--- src/rtl/alu_seq_pkg.sv ---
// rtl/alu_seq_pkg.sv - shared types and instruction field positions for the ALU sequencer
package alu_seq_pkg;

    typedef enum logic [1:0] {
        OP_ADD = 2'b00,
        OP_SUB = 2'b01,
        OP_MUL = 2'b10,
        OP_DIV = 2'b11
    } op_e;

    typedef enum logic [1:0] {
        S_IDLE = 2'b00,
        S_EXEC = 2'b01,
        S_WB   = 2'b10
    } state_e;

    localparam int DATA_W   = 16;
    localparam int REG_AW   = 4;
    localparam int NUM_REGS = 16;

    localparam int OP_HI = 15;
    localparam int OP_LO = 14;
    localparam int RD_HI = 13;
    localparam int RD_LO = 10;
    localparam int RA_HI = 9;
    localparam int RA_LO = 6;
    localparam int RB_HI = 5;
    localparam int RB_LO = 2;
    localparam int C_BIT = 1;

endpackage

--- src/rtl/alu_regfile_16x16.sv ---
// rtl/alu_regfile_16x16.sv - 16x16 register file, one sync write port, three async read ports
module alu_regfile_16x16
    import alu_seq_pkg::*;
(
    input  logic              clk,
    input  logic              rst,
    input  logic              we_i,
    input  logic [REG_AW-1:0] waddr_i,
    input  logic [DATA_W-1:0] wdata_i,
    input  logic [REG_AW-1:0] ra_addr_i,
    input  logic [REG_AW-1:0] rb_addr_i,
    input  logic [REG_AW-1:0] dbg_addr_i,
    output logic [DATA_W-1:0] ra_data_o,
    output logic [DATA_W-1:0] rb_data_o,
    output logic [DATA_W-1:0] dbg_data_o
);

    logic [DATA_W-1:0] regs_q [NUM_REGS];

    always_ff @(posedge clk) begin
        if (rst) begin
            for (int i = 0; i < NUM_REGS; i++) begin
                regs_q[i] <= '0;
            end
        end else if (we_i) begin
            regs_q[waddr_i] <= wdata_i;
        end
    end

    assign ra_data_o  = regs_q[ra_addr_i];
    assign rb_data_o  = regs_q[rb_addr_i];
    assign dbg_data_o = regs_q[dbg_addr_i];

endmodule

--- src/rtl/alu_seq_ctrl.sv ---
// rtl/alu_seq_ctrl.sv - sequences instructions through the shared ALU and owns its register file
module alu_seq_ctrl
    import alu_seq_pkg::*;
#(
    parameter int ALU_LAT = 1,
    parameter int DIV_LAT = 4
) (
    input  logic        clk,
    input  logic        rst,
    input  logic        instr_valid,
    output logic        instr_ready,
    input  logic [15:0] instr,
    output logic [1:0]  alu_f0,
    output logic [15:0] alu_a,
    output logic [15:0] alu_b,
    output logic        alu_cin,
    output logic        alu_bin,
    input  logic [15:0] alu_result,
    input  logic        alu_flag,
    input  logic        host_we,
    input  logic [3:0]  host_waddr,
    input  logic [15:0] host_wdata,
    output logic        host_wready,
    input  logic [3:0]  dbg_raddr,
    output logic [15:0] dbg_rdata,
    output logic        busy,
    output logic        done,
    output logic        flag_c,
    output logic        exc_div0,
    input  logic        exc_clear
);

    localparam int MAX_LAT = (ALU_LAT > DIV_LAT) ? ALU_LAT : DIV_LAT;
    localparam int CNT_W   = $clog2(MAX_LAT + 1);

    state_e            state_q, state_d;
    op_e               alu_f0_q, alu_f0_d;
    logic [REG_AW-1:0] rd_q, rd_d;
    logic              nowrite_q, nowrite_d;
    logic [CNT_W-1:0]  cnt_q, cnt_d;
    logic [DATA_W-1:0] alu_a_q, alu_a_d;
    logic [DATA_W-1:0] alu_b_q, alu_b_d;
    logic              alu_cin_q, alu_cin_d;
    logic              alu_bin_q, alu_bin_d;
    logic [DATA_W-1:0] result_q, result_d;
    logic              flag_cap_q, flag_cap_d;
    logic              flag_c_q, flag_c_d;
    logic              exc_div0_q, exc_div0_d;

    logic              rf_we;
    logic [REG_AW-1:0] rf_waddr;
    logic [DATA_W-1:0] rf_wdata;
    logic [DATA_W-1:0] ra_data, rb_data;
    logic              div0_set;

    op_e               op_in;
    logic              unused_rsvd;

    assign op_in       = op_e'(instr[OP_HI:OP_LO]);
    assign unused_rsvd = instr[0];

    alu_regfile_16x16 u_regfile (
        .clk        (clk),
        .rst        (rst),
        .we_i       (rf_we),
        .waddr_i    (rf_waddr),
        .wdata_i    (rf_wdata),
        .ra_addr_i  (instr[RA_HI:RA_LO]),
        .rb_addr_i  (instr[RB_HI:RB_LO]),
        .dbg_addr_i (dbg_raddr),
        .ra_data_o  (ra_data),
        .rb_data_o  (rb_data),
        .dbg_data_o (dbg_rdata)
    );

    always_comb begin
        state_d     = state_q;
        alu_f0_d    = alu_f0_q;
        rd_d        = rd_q;
        nowrite_d   = nowrite_q;
        cnt_d       = cnt_q;
        alu_a_d     = alu_a_q;
        alu_b_d     = alu_b_q;
        alu_cin_d   = alu_cin_q;
        alu_bin_d   = alu_bin_q;
        result_d    = result_q;
        flag_cap_d  = flag_cap_q;
        flag_c_d    = flag_c_q;
        instr_ready = (state_q == S_IDLE) && !host_we;
        host_wready = (state_q == S_IDLE);
        rf_we       = 1'b0;
        rf_waddr    = host_waddr;
        rf_wdata    = host_wdata;
        done        = 1'b0;
        div0_set    = 1'b0;

        case (state_q)
            S_IDLE: begin
                // Host write wins the single write port and blocks accept this cycle.
                if (host_we) begin
                    rf_we = 1'b1;
                end else if (instr_valid) begin
                    alu_f0_d  = op_in;
                    rd_d      = instr[RD_HI:RD_LO];
                    alu_a_d   = ra_data;
                    alu_b_d   = rb_data;
                    alu_cin_d = (op_in == OP_ADD) && instr[C_BIT];
                    alu_bin_d = (op_in == OP_SUB) && instr[C_BIT];
                    if (op_in == OP_DIV && rb_data == '0) begin
                        nowrite_d = 1'b1;
                        div0_set  = 1'b1;
                        state_d   = S_WB;
                    end else begin
                        nowrite_d = 1'b0;
                        cnt_d     = (op_in == OP_DIV) ? CNT_W'(DIV_LAT) : CNT_W'(ALU_LAT);
                        state_d   = S_EXEC;
                    end
                end
            end
            S_EXEC: begin
                if (cnt_q == CNT_W'(1)) begin
                    result_d   = alu_result;
                    flag_cap_d = alu_flag;
                    state_d    = S_WB;
                end else begin
                    cnt_d = cnt_q - CNT_W'(1);
                end
            end
            S_WB: begin
                done = 1'b1;
                if (!nowrite_q) begin
                    rf_we    = 1'b1;
                    rf_waddr = rd_q;
                    rf_wdata = result_q;
                    flag_c_d = (alu_f0_q == OP_ADD || alu_f0_q == OP_SUB) ? flag_cap_q : 1'b0;
                end
                state_d = S_IDLE;
            end
            default: begin
                state_d = S_IDLE;
            end
        endcase

        exc_div0_d = div0_set ? 1'b1 : (exc_clear ? 1'b0 : exc_div0_q);
    end

    always_ff @(posedge clk) begin
        if (rst) begin
            state_q    <= S_IDLE;
            alu_f0_q   <= OP_ADD;
            rd_q       <= '0;
            nowrite_q  <= 1'b0;
            cnt_q      <= '0;
            alu_a_q    <= '0;
            alu_b_q    <= '0;
            alu_cin_q  <= 1'b0;
            alu_bin_q  <= 1'b0;
            result_q   <= '0;
            flag_cap_q <= 1'b0;
            flag_c_q   <= 1'b0;
            exc_div0_q <= 1'b0;
        end else begin
            state_q    <= state_d;
            alu_f0_q   <= alu_f0_d;
            rd_q       <= rd_d;
            nowrite_q  <= nowrite_d;
            cnt_q      <= cnt_d;
            alu_a_q    <= alu_a_d;
            alu_b_q    <= alu_b_d;
            alu_cin_q  <= alu_cin_d;
            alu_bin_q  <= alu_bin_d;
            result_q   <= result_d;
            flag_cap_q <= flag_cap_d;
            flag_c_q   <= flag_c_d;
            exc_div0_q <= exc_div0_d;
        end
    end

    assign alu_f0   = alu_f0_q;
    assign alu_a    = alu_a_q;
    assign alu_b    = alu_b_q;
    assign alu_cin  = alu_cin_q;
    assign alu_bin  = alu_bin_q;
    assign busy     = (state_q != S_IDLE);
    assign flag_c   = flag_c_q;
    assign exc_div0 = exc_div0_q;

endmodule

--- config.mk ---
export PLATFORM = sky130hd
export DESIGN_NAME = alu_seq_ctrl
export DESIGN_NICKNAME = d
export VERILOG_FILES = /design/src/rtl/alu_seq_pkg.sv /design/src/rtl/alu_regfile_16x16.sv /design/src/rtl/alu_seq_ctrl.sv
export SDC_FILE = /design/constraint.sdc
export NUM_CORES = 1
export LEC_CHECK = 0
export ABC_AREA = 0
export CAP_MARGIN = 20
export CORE_ASPECT_RATIO = 1.25
export CORE_MARGIN = 5
export CORE_UTILIZATION = 64
export DETAILED_ROUTE_END_ITERATION = 6
export PLACE_DENSITY_LB_ADDON = 0.15
export SLEW_MARGIN = 20
export SYNTH_ARGS = -nofsm -noshare
export SYNTH_HDL_FRONTEND = slang
export SYNTH_SLANG_ARGS = --single-unit
--- constraint.sdc ---
create_clock -name clk -period 9.6 [get_ports clk]
set_clock_uncertainty 0.2 [all_clocks]
set_input_delay 2.88 -clock clk [delete_from_list [all_inputs] [get_ports clk]]
set_output_delay 2.88 -clock clk [all_outputs]
set_load 0.05 [all_outputs]
==> results.md, run 1 <==
* Run status: finished clean
* Rel. slew slack at 26.7%
* Ys Warns at 0
* # diodes at 0
* Port Buffers at 118
* Gr ovfl total at 0
* Core ar. at 26700 um^2
* Top FF cell, synth: edfxtp_1
* DR iter-0 viols at 1919
* Worst-path fanout max at 25
* Post-synth design cell area at roughly 17000 um^2
* Post-synth EDFFs at 256
* CTS Sinks at 321
* Routed vias/inst at 7.29
* Main area contributors after synthesis: edfxtp_1 (44%), mux4_2 (29%), dfxtp_1 (7.5%)
* Startpoint Class: primary input
* Post-Layout Cell Count at roughly 1.7k
* Root Buffer: clkbuf_16
* Synth area leader: edfxtp_1
* Count leader, synth: nor2_1
* Sw Share at 25.8%
* Yosys reg bits at 321
* Distinct cells, synth at 41
* Placer Congestion at 0.907
* Final net count at 1428
* Layout cell share with drive strength beyond 1 at 25.4%
* Wire per inst at ~31 um
* Syn_nets at 1324
* Critical Path AT at 5.52 ns
* Peak supply drop at 0.153 mV
* TritonCTS buffer count at 31
* Max incr delay on CP at 0.76 ns
* Fin. max-slew vios at 0
* Total power at roughly 3400 uW
* Vias in the first global route at around 13k
* LEAKAGE at 0.00687 uW
* Setup TNS Final at 0 ns
* Worst path cell trace: buf_4 > buf_12 > mux4_2 > mux4_2 > clkdlybuf4s50_1
* Synth top cells by count: nor2_1 (271), edfxtp_1 (256), mux4_2 (226)
* Max-Cap Viols at 0
* Part of the cycle the worst path needs at 89.6%
* Synth async-reset ratio at 0%
* Initial Util at 64.8%
* Most frequent CP cell: mux4_2
* Critical path class: primary input to output port
* RSZ-0062 raised after global routing: false
* Initial antenna violation count at 1
* Yosys top cell area share at 44.4%
* R2R depth at 9
* Final hold violations at 0
* Final ANT Viol Nets at 0
* Post-Place Cells at 1675
* Final setup fails at 0
* Worst reg2reg setup slack at 5.81 ns
* First-pass GRT wire length at 79800 um
* Clk_lat worst skew at 0.57 ns
* Clock share of power at between 30% and 40%
* Pre-antenna DRT Iters at 6
* Actual slew at the worst max-slew pin at 1.08 ns
* Net Sw Power at a little under 900 uW
* I/O pin count at between 100 and 150
* Register area share after synthesis at ~52%
* Die Footprint at about 30000 um^2
* Flop pwr share at around 47%
* Routed via count at 12.6k
* Critical R2R Launch: state_q[1]
* Hold Path End: alu_f0[0]
* DRC violations left at 0
* Syn Inst Count at roughly 1.3k
* Largest net degree at the start of global routing at 85
* Row cnt at 67
* CTS HTree Levels at 1
* P_int at 2500 uW
* P&R area growth vs syn at 15.8%
* Worst hold path type: register to register
* Post-CTS Resized at 0
* Total Wirelength at 54500 um
* Worst path required time at 6.52 ns
* CTS tree: done
* Max Clk Rate at 0.116 GHz
* Avg Synthesized Cell Area at 13.8 um^2
* Die H at 194 um
* Hold_sp: alu_f0[0]
* Slowest cell on crit path: clkdlybuf4s50_1
* Clk slew on worst S/H paths at roughly 0.060 ns
* GRT Resource Usage Total at 35.9%
* Post-CTS Hold Fix Bufs at 0
* Hold depth at 2
* R2R Path End: u_regfile.regs_q[6][2]
* Core Util, Final at 75.0%
* Die X at 157 um
* Post-CTS Setup Bufs at 0
* Detail Placement HPWL at 34300 um
* Pwr Density at approximately 170 nW/um^2
* Comb pwr share at 15.8%
* Period minus WS final at between 8 and 9 ns
* Worst setup EP type: output port
* Fill cells at between 1.5k and 2k
* Clock buffer depth at 3
placed cells by master, fill, tap and decap left out, drive strengths merged, types with 3 or more instances in the layout:
cell,count
nor2,271
edfxtp,256
mux4,226
nand2,144
clkdlybuf4s50,111
buf,71
a21oi,67
dfxtp,65
clkbuf,33
mux2i,25
nand2b,22
a22oi,21
clkinv,16
o21ai,6
bufinv,5
nor3,5
nor2b,4
inv,4
nand3b,3
or3,3
nor4,3
worst max path at each step:
stage                 startpoint            end
floorplan           dbg_raddr[0]   dbg_rdata[0]
finish              dbg_raddr[0]  dbg_rdata[15]
CTS                 dbg_raddr[0]  dbg_rdata[15]
global placement    dbg_raddr[0]  dbg_rdata[15]
global route        dbg_raddr[0]  dbg_rdata[15]
detailed placement  dbg_raddr[0]  dbg_rdata[15]
layout make-up:
type | count | area (um^2) | area share [%]
sequential | 321 | 8990 | 44.8
multi-input combinational | 824 | 7930 | 39.5
timing repair buffer | 182 | 1680 | 8.39
clock buffer | 33 | 783 | 3.90
tap | 345 | 432 | 2.15
clock inverter | 23 | 234 | 1.17
inverter | 4 | 15.0 | 0.0748
power by group through the flow:
stage / clock network [uW] / registers (uW) / logic (uW)
floorplan: 0 / 1630 / 321
detailed placement: 0 / 1620 / 522
global placement: 0 / 1620 / 517
global route: 1300 / 1600 / 550
finish: 1240 / 1600 / 532
CTS: 1250 / 1590 / 526
state kept, by name (all words and copies together), names as in the netlist:
register          count
state_q               2
alu_a                16
exc_div0              1
u_regfile.regs_q    256
result_q             16
alu_b                16
flag_cap_q            1
alu_cin               1
cnt_q                 3
flag_c                1
rd_q                  4
alu_f0                2
alu_bin               1
nowrite_q             1
stage by stage:
stage	hold slack (ns)	instance area, um^2	worst slack [ns]
2_1_floorplan	0.236	17300	1.53
3_3_place_gp	0.237	19000	1.02
3_5_place_dp	0.248	19000	1.01
4_1_cts	0.256	20000	0.995
5_1_grt	0.273	20100	0.925
6_report	0.256	20100	1.00
logic make-up after synthesis:
logic type,synth area share [%]
buf+inv,2.73
simple gates,11.0
mux,30.9
flops,51.9
fa+ha+maj,0.144
compound gates,3.41
critical path: cells and delay by family:
family                 cells  cell delay (ns)
muxes                      2             1.10
buffers and inverters      3             1.50
layer usage:
| layer | global-route usage (%) | share of wire, % | vias to the layer above |
|---|---|---|---|
| li1 | - | - | 5058 |
| met1 | 46.7 | 31 | 6149 |
| met2 | 56.9 | 48 | 1150 |
| met3 | 6.81 | 14 | 272 |
| met4 | 20.6 | 7.6 | 0 |
| met5 | 0 | 0 | - |
Power figures use the tool's default switching activity.
==> run 2, diff against run 1 <==
--- a/config.mk
+++ b/config.mk
@@ -10,6 +10,7 @@
 export CORE_ASPECT_RATIO = 1.25
 export CORE_MARGIN = 5
 export CORE_UTILIZATION = 64
+export CTS_CLUSTER_DIAMETER = 100
 export DETAILED_ROUTE_END_ITERATION = 6
 export PLACE_DENSITY_LB_ADDON = 0.15
 export SLEW_MARGIN = 20
==> results of run 2 <==
Final layout, timing and power as in run 1 (identical DEF).
